--- src/rtl/bf16_pkg.sv ---
// Shared types and bf16 field helpers for the min/max reduction engine.
// NaN folding policy is selected by BF16_REDUCE_NAN_EN.
package bf16_pkg;

  typedef enum logic [1:0] {
    RED_IDLE,
    RED_ACCUM,
    RED_DONE
  } bf16_red_state_e;

  localparam logic [15:0] BF16_QNAN = 16'h7FC0;

  localparam int BF16_EXP_MSB = 14;
  localparam int BF16_EXP_LSB = 7;
  localparam int BF16_MAN_MSB = 6;
  localparam int BF16_MAN_LSB = 0;

  function automatic logic is_nan(input logic [15:0] x);
    return (&x[BF16_EXP_MSB:BF16_EXP_LSB]) &&
           (|x[BF16_MAN_MSB:BF16_MAN_LSB]);
  endfunction

endpackage

--- src/rtl/bf16_minmax_reduce_if.sv ---
// Element stream in, reduced result out.
// master = stream source/result sink, slave = reduction engine.
interface bf16_minmax_reduce_if #(
  parameter int CNT_W = 8
);
  logic             in_valid_i;
  logic             in_ready_o;
  logic [15:0]      in_data_i;
  logic             in_last_i;
  logic             mode_i;
  logic             out_valid_o;
  logic             out_ready_i;
  logic [15:0]      out_data_o;
  logic [CNT_W-1:0] out_count_o;
  logic             busy_o;

  modport master (
    output in_valid_i, in_data_i, in_last_i,
    output mode_i, out_ready_i,
    input  in_ready_o, out_valid_o, out_data_o,
    input  out_count_o, busy_o
  );

  modport slave (
    input  in_valid_i, in_data_i, in_last_i,
    input  mode_i, out_ready_i,
    output in_ready_o, out_valid_o, out_data_o,
    output out_count_o, busy_o
  );
endinterface

--- src/rtl/bf16_minmax_cmp.sv ---
// Combinational bf16 min/max under sign-magnitude total order.
// mode 0 selects the smaller operand, mode 1 the larger.
module bf16_minmax_cmp (
  input  logic [15:0] a,
  input  logic [15:0] b,
  input  logic        mode,
  output logic [15:0] y
);

  logic [15:0] ka;
  logic [15:0] kb;
  logic        a_ge;

  // Map to an unsigned key: negatives flip below positives, -0 < +0.
  function automatic logic [15:0] key(input logic [15:0] x);
    return {~x[15], x[15] ? ~x[14:0] : x[14:0]};
  endfunction

  always_comb begin
    ka   = key(a);
    kb   = key(b);
    a_ge = (ka >= kb);
    y    = (mode == a_ge) ? a : b;
  end

endmodule

--- src/rtl/bf16_minmax_reduce.sv ---
// Streaming bf16 min/max reduction: folds one element per cycle.
// Define BF16_REDUCE_NAN_EN to skip NaN elements during folding.
module bf16_minmax_reduce
  import bf16_pkg::*;
#(
  parameter int CNT_W = 8
) (
  input logic                 clk_i,
  input logic                 rst_ni,
  bf16_minmax_reduce_if.slave io
);

  bf16_red_state_e  state_q, state_d;
  logic [15:0]      acc_q, acc_d;
  logic [CNT_W-1:0] cnt_q, cnt_d;
  logic             mode_q, mode_d;
  logic             in_ready_q, in_ready_d;
  logic             out_valid_q, out_valid_d;
  logic             busy_q, busy_d;
  logic [15:0]      cmp_y;
  logic [15:0]      acc_new;
  logic             accept;
`ifdef BF16_REDUCE_NAN_EN
  logic             acc_ok_q, acc_ok_d;
  logic             ok_in;
`endif

  bf16_minmax_cmp u_cmp (
    .a    (acc_q),
    .b    (io.in_data_i),
    .mode (mode_q),
    .y    (cmp_y)
  );

  always_comb begin
    accept = io.in_valid_i & in_ready_q;
`ifdef BF16_REDUCE_NAN_EN
    ok_in    = (state_q == RED_ACCUM) & acc_ok_q;
    acc_ok_d = acc_ok_q;
    if (is_nan(io.in_data_i)) begin
      acc_new = ok_in ? acc_q : BF16_QNAN;
    end else begin
      acc_new = ok_in ? cmp_y : io.in_data_i;
    end
`else
    acc_new = (state_q == RED_IDLE) ? io.in_data_i : cmp_y;
`endif
    state_d = state_q;
    acc_d   = acc_q;
    cnt_d   = cnt_q;
    mode_d  = mode_q;
    unique case (state_q)
      RED_IDLE: begin
        if (accept) begin
          acc_d   = acc_new;
          mode_d  = io.mode_i;
          cnt_d   = CNT_W'(1);
          state_d = io.in_last_i ? RED_DONE : RED_ACCUM;
        end
      end
      RED_ACCUM: begin
        if (accept) begin
          acc_d = acc_new;
          cnt_d = (&cnt_q) ? cnt_q : cnt_q + CNT_W'(1);
          if (io.in_last_i) state_d = RED_DONE;
        end
      end
      RED_DONE: begin
        if (io.out_ready_i) state_d = RED_IDLE;
      end
      default: state_d = RED_IDLE;
    endcase
`ifdef BF16_REDUCE_NAN_EN
    if (accept) acc_ok_d = ok_in | ~is_nan(io.in_data_i);
`endif
    in_ready_d  = (state_d != RED_DONE);
    out_valid_d = (state_d == RED_DONE);
    busy_d      = (state_d != RED_IDLE);
  end

  always_ff @(posedge clk_i or negedge rst_ni) begin
    if (!rst_ni) begin
      state_q     <= RED_IDLE;
      acc_q       <= '0;
      cnt_q       <= '0;
      mode_q      <= 1'b0;
      in_ready_q  <= 1'b1;
      out_valid_q <= 1'b0;
      busy_q      <= 1'b0;
    end else begin
      state_q     <= state_d;
      acc_q       <= acc_d;
      cnt_q       <= cnt_d;
      mode_q      <= mode_d;
      in_ready_q  <= in_ready_d;
      out_valid_q <= out_valid_d;
      busy_q      <= busy_d;
    end
  end

`ifdef BF16_REDUCE_NAN_EN
  always_ff @(posedge clk_i or negedge rst_ni) begin
    if (!rst_ni) acc_ok_q <= 1'b0;
    else         acc_ok_q <= acc_ok_d;
  end
`endif

  assign io.in_ready_o  = in_ready_q;
  assign io.out_valid_o = out_valid_q;
  assign io.busy_o      = busy_q;
  assign io.out_data_o  = acc_q;
  assign io.out_count_o = cnt_q;

endmodule

--- src/flat_wrapper.sv ---
// flat-port wrapper written by rule: the top's interface ports become plain ports
module bf16_minmax_reduce_flat import bf16_pkg::*;
#(
  parameter int CNT_W = 8
)
  (clk_i, rst_ni, io_in_valid_i, io_in_data_i, io_in_last_i, io_mode_i, io_out_ready_i, io_in_ready_o, io_out_valid_o, io_out_data_o, io_out_count_o, io_busy_o);
  bf16_minmax_reduce_if #(.CNT_W(CNT_W)) io_i ();
  input logic clk_i;
  input logic rst_ni;
  input wire logic [$bits(io_i.in_valid_i)-1:0] io_in_valid_i;
  input wire logic [$bits(io_i.in_data_i)-1:0] io_in_data_i;
  input wire logic [$bits(io_i.in_last_i)-1:0] io_in_last_i;
  input wire logic [$bits(io_i.mode_i)-1:0] io_mode_i;
  input wire logic [$bits(io_i.out_ready_i)-1:0] io_out_ready_i;
  output wire logic [$bits(io_i.in_ready_o)-1:0] io_in_ready_o;
  output wire logic [$bits(io_i.out_valid_o)-1:0] io_out_valid_o;
  output wire logic [$bits(io_i.out_data_o)-1:0] io_out_data_o;
  output wire logic [$bits(io_i.out_count_o)-1:0] io_out_count_o;
  output wire logic [$bits(io_i.busy_o)-1:0] io_busy_o;
  assign io_i.in_valid_i = io_in_valid_i;
  assign io_i.in_data_i = io_in_data_i;
  assign io_i.in_last_i = io_in_last_i;
  assign io_i.mode_i = io_mode_i;
  assign io_i.out_ready_i = io_out_ready_i;
  assign io_in_ready_o = io_i.in_ready_o;
  assign io_out_valid_o = io_i.out_valid_o;
  assign io_out_data_o = io_i.out_data_o;
  assign io_out_count_o = io_i.out_count_o;
  assign io_busy_o = io_i.busy_o;
  bf16_minmax_reduce #(.CNT_W(CNT_W)) u_core (.clk_i(clk_i), .rst_ni(rst_ni), .io(io_i));
endmodule
--- config.mk ---
export PLATFORM = sky130hd
export DESIGN_NAME = bf16_minmax_reduce_flat
export DESIGN_NICKNAME = d
export VERILOG_FILES = /design/src/rtl/bf16_pkg.sv /design/src/rtl/bf16_minmax_reduce_if.sv /design/src/rtl/bf16_minmax_cmp.sv /design/src/rtl/bf16_minmax_reduce.sv /design/src/flat_wrapper.sv
export SDC_FILE = /design/constraint.sdc
export NUM_CORES = 1
export LEC_CHECK = 0
export ABC_AREA = 0
export CAP_MARGIN = 0
export CORE_ASPECT_RATIO = 0.9
export CORE_UTILIZATION = 44
export CTS_CLUSTER_DIAMETER = 200
export CTS_CLUSTER_SIZE = 40
export DETAILED_ROUTE_END_ITERATION = 8
export PLACE_DENSITY = 0.73
export SLEW_MARGIN = 20
export SYNTH_ARGS = -nofsm -noshare
export SYNTH_HDL_FRONTEND = slang
export SYNTH_SLANG_ARGS = --single-unit
--- constraint.sdc ---
create_clock -name clk_i -period 5.8 [get_ports clk_i]
set_input_delay 1.45 -clock clk_i [delete_from_list [all_inputs] [get_ports clk_i]]
set_output_delay 1.45 -clock clk_i [all_outputs]
set_load 0.01 [all_outputs]
==> results.json, run 1 <==
{
  "finalClockSkew_ps": 6.30,
  "p_leak_nw": 1.10,
  "maxSlewViolCount": 0,
  "num_antenna_cells": 0,
  "vias": 1351,
  "ys.flop_type": "dfrtp_1",
  "drive_gt1_frac": 0.158,
  "worstPathRequired_ps": 5970,
  "layout_common_cells": "clkdlybuf4s50_1 (48), dfrtp_1 (29), xnor2_1 (18)",
  "grt_max_degree": 31,
  "grt.total_usage": 0.183,
  "cts_setup_buffers": 0,
  "syn_avg_cell_area_um2": 11.4,
  "rsz0062_at_grt": "no",
  "min_period_ps": 4860,
  "cp-end-kind": "register",
  "yosysWarnings": 0,
  "max_slew.worst_pin.slew_ps": 1000,
  "synth_cell_types": 33,
  "async_reset_ff_frac": 1.00,
  "root_buffer": "clkbuf_8",
  "layout_commonest_cell": "clkdlybuf4s50_1",
  "fillers": 347,
  "ant_nets": 0,
  "cts_hold_buffers": 0,
  "fmaxAchievable_ghz": 0.206,
  "grt-ovfl-total": 0,
  "post-route-period-util": 0.837,
  "critPathLaunchType": "primary input",
  "cap_violations": 0,
  "ff_latch_area_um2": 752,
  "rows": 22,
  "path_class": "in2reg",
  "synth.ff_latch_count": 30,
  "maxSlewHeadroom": 0.332,
  "place.gp.congestion": 0.731,
  "yosysSeqAreaShare": 0.388,
  "first_global_vias": 1401,
  "placed_cell_area_um2": 2460,
  "cp_max_fo": 16,
  "hold_path.class": "reg2reg",
  "initial_utilization": 0.467,
  "die_h_um": 65.0,
  "cp.arrival_ps": 5030,
  "synth_edf_count": 0,
  "die_w_um": 72.0,
  "max-vdd-ir-drop_uv": 198,
  "htree_levels": 2,
  "post-route-drc-count": 0,
  "ctsResizeCount": 0,
  "cts_num_sinks": 30,
  "die-area_um2": 4680,
  "routed_wl_mm": 3.70,
  "syn-cell-area_um2": 1940,
  "powerDensity_nw_per_um2": 498,
  "dpl.hpwl_mm": 2.64,
  "status": "finished, final reports clean",
  "firstDrtPassIters": 4,
  "hold_viol_final": 0,
  "synth_cells": 170,
  "antenna_found_initial": 0,
  "wl_per_cell_um": 13.2,
  "multi_input_area_um2": 1120,
  "cts_tree": "built",
  "syn_to_final_growth_pct": 31.7,
  "setup_violations": 0,
  "grt_pass1_wl_mm": 6.42,
  "cts_buffers": 5,
  "pin_count": 49,
  "syn_nets": 209,
  "viasPerCell": 4.81,
  "max-clock-path-buffers": 2,
  "clk_pin_slew_worst_paths_ps": 70,
  "design_area_um2": 2550,
  "dr.first_iter.drc_count": 29,
  "layout.nets": 259,
  "io_buffer_count": 48,
  "core-area_um2": 4160,
  "clk_latency_ps": 290,
  "tns_ps": 0
}
cells in the mapped netlist (2+ instances only):
cell type,number,area share
dfrtp_1,29,0.37
ha_1,17,0.11
clkbuf_1,5,0.0097
nor3_1,2,0.0052
nand2b_1,2,0.0065
nand4_1,3,0.0097
a311oi_1,2,0.0090
inv_1,4,0.0077
a21oi_1,8,0.021
o21ai_0,6,0.015
a311o_1,2,0.010
xor2_1,17,0.077
mux2_4,10,0.077
mux2_2,8,0.046
nor2_1,9,0.017
xnor2_1,18,0.081
nand2_1,12,0.023
path summary, 6_finish.rpt:
path,start,endpoint,slack (ps),cells past startpoint
max,io_in_data_i[15],u_core.io.out_data_o[14],940,10
min,u_core.state_q[1],u_core.state_q[0],490,1
max in group asynchronous,rst_ni,u_core.io.in_ready_o,3930,2
min reg2reg,u_core.state_q[1],u_core.state_q[0],490,1
min in group asynchronous,rst_ni,u_core.io.out_data_o[14],1550,2
max reg2reg,u_core.io.out_data_o[15],u_core.io.out_data_o[14],2030,8
per-stage QoR:
step | hold WS (ps) | setup WS (ps) | util | cells | power (mW)
2_1_floorplan | 436 | 1290 | - | 170 | 0.864
3_3_place_gp | 471 | 692 | 0.592 | 273 | 1.08
3_5_place_dp | 491 | 559 | 0.592 | 273 | 1.10
4_1_cts | 502 | 883 | 0.615 | 281 | 1.29
5_1_grt | 530 | 729 | 0.615 | 281 | 1.38
6_report | 494 | 943 | 0.615 | 281 | 1.27
layout make-up:
class	instances	share of cell area
Timing Repair Buffer	50	0.194
Clock inverter	2	0.00490
Sequential cell	30	0.294
Multi-Input combinational cell	129	0.439
Clock buffer	6	0.0323
Tap cell	60	0.0294
Inverter	4	0.00588
flip-flops by register name, summed over array words and instances (netlist names):
signal and cells:
u_core.io.out_data_o 16, u_core.state_q 2, u_core.io.out_count_o 8, u_core.io.busy_o 1, u_core.io.in_ready_o 1, u_core.mode_q 1
u_core.io.out_valid_o 1
kinds of logic after synthesis:
kind of cell | share of synthesized area
mux | 0.124
buf+inv | 0.0335
compound gates | 0.0826
fa+ha+maj | 0.110
flops | 0.388
xor+xnor | 0.158
simple gates | 0.105
worst max-delay path, stage by stage:
cell and delay, ps:
clkdlybuf4s50_1 770, buf_4 290, xor2_1 160, ha_1 240, nand2b_4 150, a2111oi_4 350
nor3_2 70, a311oi_1 280, a311o_1 830, mux2_2 430
per-layer routing:
layer,GRT usage,wire length (µm),up-vias
met4,0.0515,44,0
li1,-,-,684
met1,0.232,1780,620
met3,0.0778,280,6
met5,0,0,-
met2,0.283,1600,41
where the power goes:
part	switching, mW	total (mW)	internal, mW	leakage [nW]
Clock	0.0835	0.179	0.0952	0.0472
Combinational	0.294	0.704	0.410	0.688
Sequential	0.103	0.390	0.287	0.366
(Power assumes the default switching activity.)
==> run 2: changes to the inputs <==
--- a/config.mk
+++ b/config.mk
@@ -12,7 +12,7 @@
 export CTS_CLUSTER_DIAMETER = 200
 export CTS_CLUSTER_SIZE = 40
 export DETAILED_ROUTE_END_ITERATION = 8
-export PLACE_DENSITY = 0.73
+export PLACE_DENSITY = 0.76
 export SLEW_MARGIN = 20
 export SYNTH_ARGS = -nofsm -noshare
 export SYNTH_HDL_FRONTEND = slang
==> constraint.sdc (replaced) <==
create_clock -name clk_i -period 4.2 [get_ports clk_i]
set_input_delay 1.05 -clock clk_i [delete_from_list [all_inputs] [get_ports clk_i]]
set_output_delay 1.05 -clock clk_i [all_outputs]
set_load 0.01 [all_outputs]
==> results.json, run 2 (synthesized netlist as in run 1, its figures left out) <==
{
  "largest_reg_flops": 16,
  "maxSlewHeadroom": 0.440,
  "cp_top_family": "compound AO/OA/AOI/OAI gates",
  "viasPerCell": 4.81,
  "place_inst": 276,
  "cap_violations": 0,
  "setup_violations": 0,
  "cp_max_fo": 17,
  "slowest_delay_ps": 500,
  "clk_latency_ps": 270,
  "initial_utilization": 0.467,
  "max-clock-path-buffers": 2,
  "layout.nets": 262,
  "ant_nets": 0,
  "cts_buffers": 5,
  "drive_gt1_frac": 0.161,
  "hold_viol_final": 0,
  "place_worst_setup_slack_ps": 119,
  "critPathMostFrequentCell": "a311o_1",
  "grt-ovfl-total": 0,
  "root_buffer": "clkbuf_8",
  "design_area_um2": 2580,
  "worstPathRequired_ps": 4360,
  "io_buffer_count": 48,
  "grt_max_degree": 31,
  "die_h_um": 65.0,
  "rsz0062_at_grt": "no",
  "num_antenna_cells": 0,
  "post-route-drc-count": 0,
  "hold_ws_ps": 483,
  "clk_pin_slew_worst_paths_ps": 60,
  "wl_per_cell_um": 12.2,
  "path_cells": "clkdlybuf4s50_1, buf_12, xor2_1, ha_1, nand2b_4, a2111oi_4, nor3_2, a311o_1, a311o_1, buf_4, mux2_4",
  "tns_ps": 0,
  "maxSlewViolCount": 0,
  "cp_slowest_cell": "clkdlybuf4s50_1",
  "path_class": "in2reg",
  "place.gp.congestion": 0.742,
  "finalWorstSetupSlack_ps": 425,
  "finalCoreUtilization": 0.622,
  "crit_buf_inv": 3,
  "cts_num_sinks": 30,
  "cts_hold_buffers": 0,
  "die-area_um2": 4680,
  "routed_wl_mm": 3.46,
  "ff_latch_area_um2": 752,
  "total_power_mw": 1.75,
  "core-area_um2": 4160,
  "layout_commonest_cell": "clkdlybuf4s50_1",
  "p_leak_nw": 1.12,
  "multi_input_area_um2": 1120,
  "hold_path.class": "reg2reg",
  "firstDrtPassIters": 4,
  "antenna_found_initial": 0,
  "min_period_ps": 3780,
  "cp.arrival_ps": 3930,
  "pin_count": 49,
  "htree_levels": 2,
  "finalClockSkew_ps": 7.45,
  "cp-end-kind": "register",
  "powerDensity_nw_per_um2": 676,
  "post-route-period-util": 0.899,
  "vias": 1365,
  "layoutNonFillerInstCount": 284,
  "grt_pass1_wl_mm": 6.21,
  "dpl.hpwl_mm": 2.58,
  "max_slew.worst_pin.slew_ps": 840,
  "placed_cell_area_um2": 2490,
  "critPathLaunchType": "primary input",
  "fmaxAchievable_ghz": 0.265,
  "cts_tree": "built",
  "die_w_um": 72.0,
  "grt.total_usage": 0.173,
  "max-vdd-ir-drop_uv": 373,
  "rows": 22,
  "first_global_vias": 1351,
  "layout_common_cells": "clkdlybuf4s50_1 (48), dfrtp_1 (29), xnor2_1 (18)",
  "status": "finished, final reports clean",
  "ctsResizeCount": 0,
  "syn_to_final_growth_pct": 33.3,
  "fillers": 352,
  "cts_setup_buffers": 0,
  "dr.first_iter.drc_count": 37
}
## run 2: final timing paths
kind	from	end	slack, ps	depth (start not counted)
worst max-delay path	io_in_data_i[15]	u_core.io.out_data_o[10]	420	11
worst min-delay path	u_core.state_q[1]	u_core.state_q[0]	480	1
worst max register to register	u_core.io.out_data_o[15]	u_core.io.out_data_o[1]	890	9
worst min register to register	u_core.state_q[1]	u_core.state_q[0]	480	1
max in group asynchronous	rst_ni	u_core.io.in_ready_o	2710	2
min in group asynchronous	rst_ni	u_core.io.out_data_o[12]	1150	2
## run 2: cell type report
type,count,area share
inverters,4,0.00581
flip-flops and latches,30,0.291
repair buffers,53,0.205
multi-input cells,129,0.434
clock buffers,8,0.0348
well taps,60,0.0290
## run 2: power breakdown
part           total [mW]  switching (mW)  internal [mW]
Clock               0.234           0.100          0.133
Sequential          0.537           0.140          0.397
Combinational       0.978           0.407          0.571
Total                1.75           0.647           1.10
## run 2: routing by layer
layer	part of all wire	vias up	wire length, µm	track usage
met5	0	-	0	0
met3	0.034	2	118	0.0373
met2	0.45	26	1570	0.276
met1	0.50	643	1740	0.232
met4	0.0084	0	29	0.0588
li1	-	694	-	-
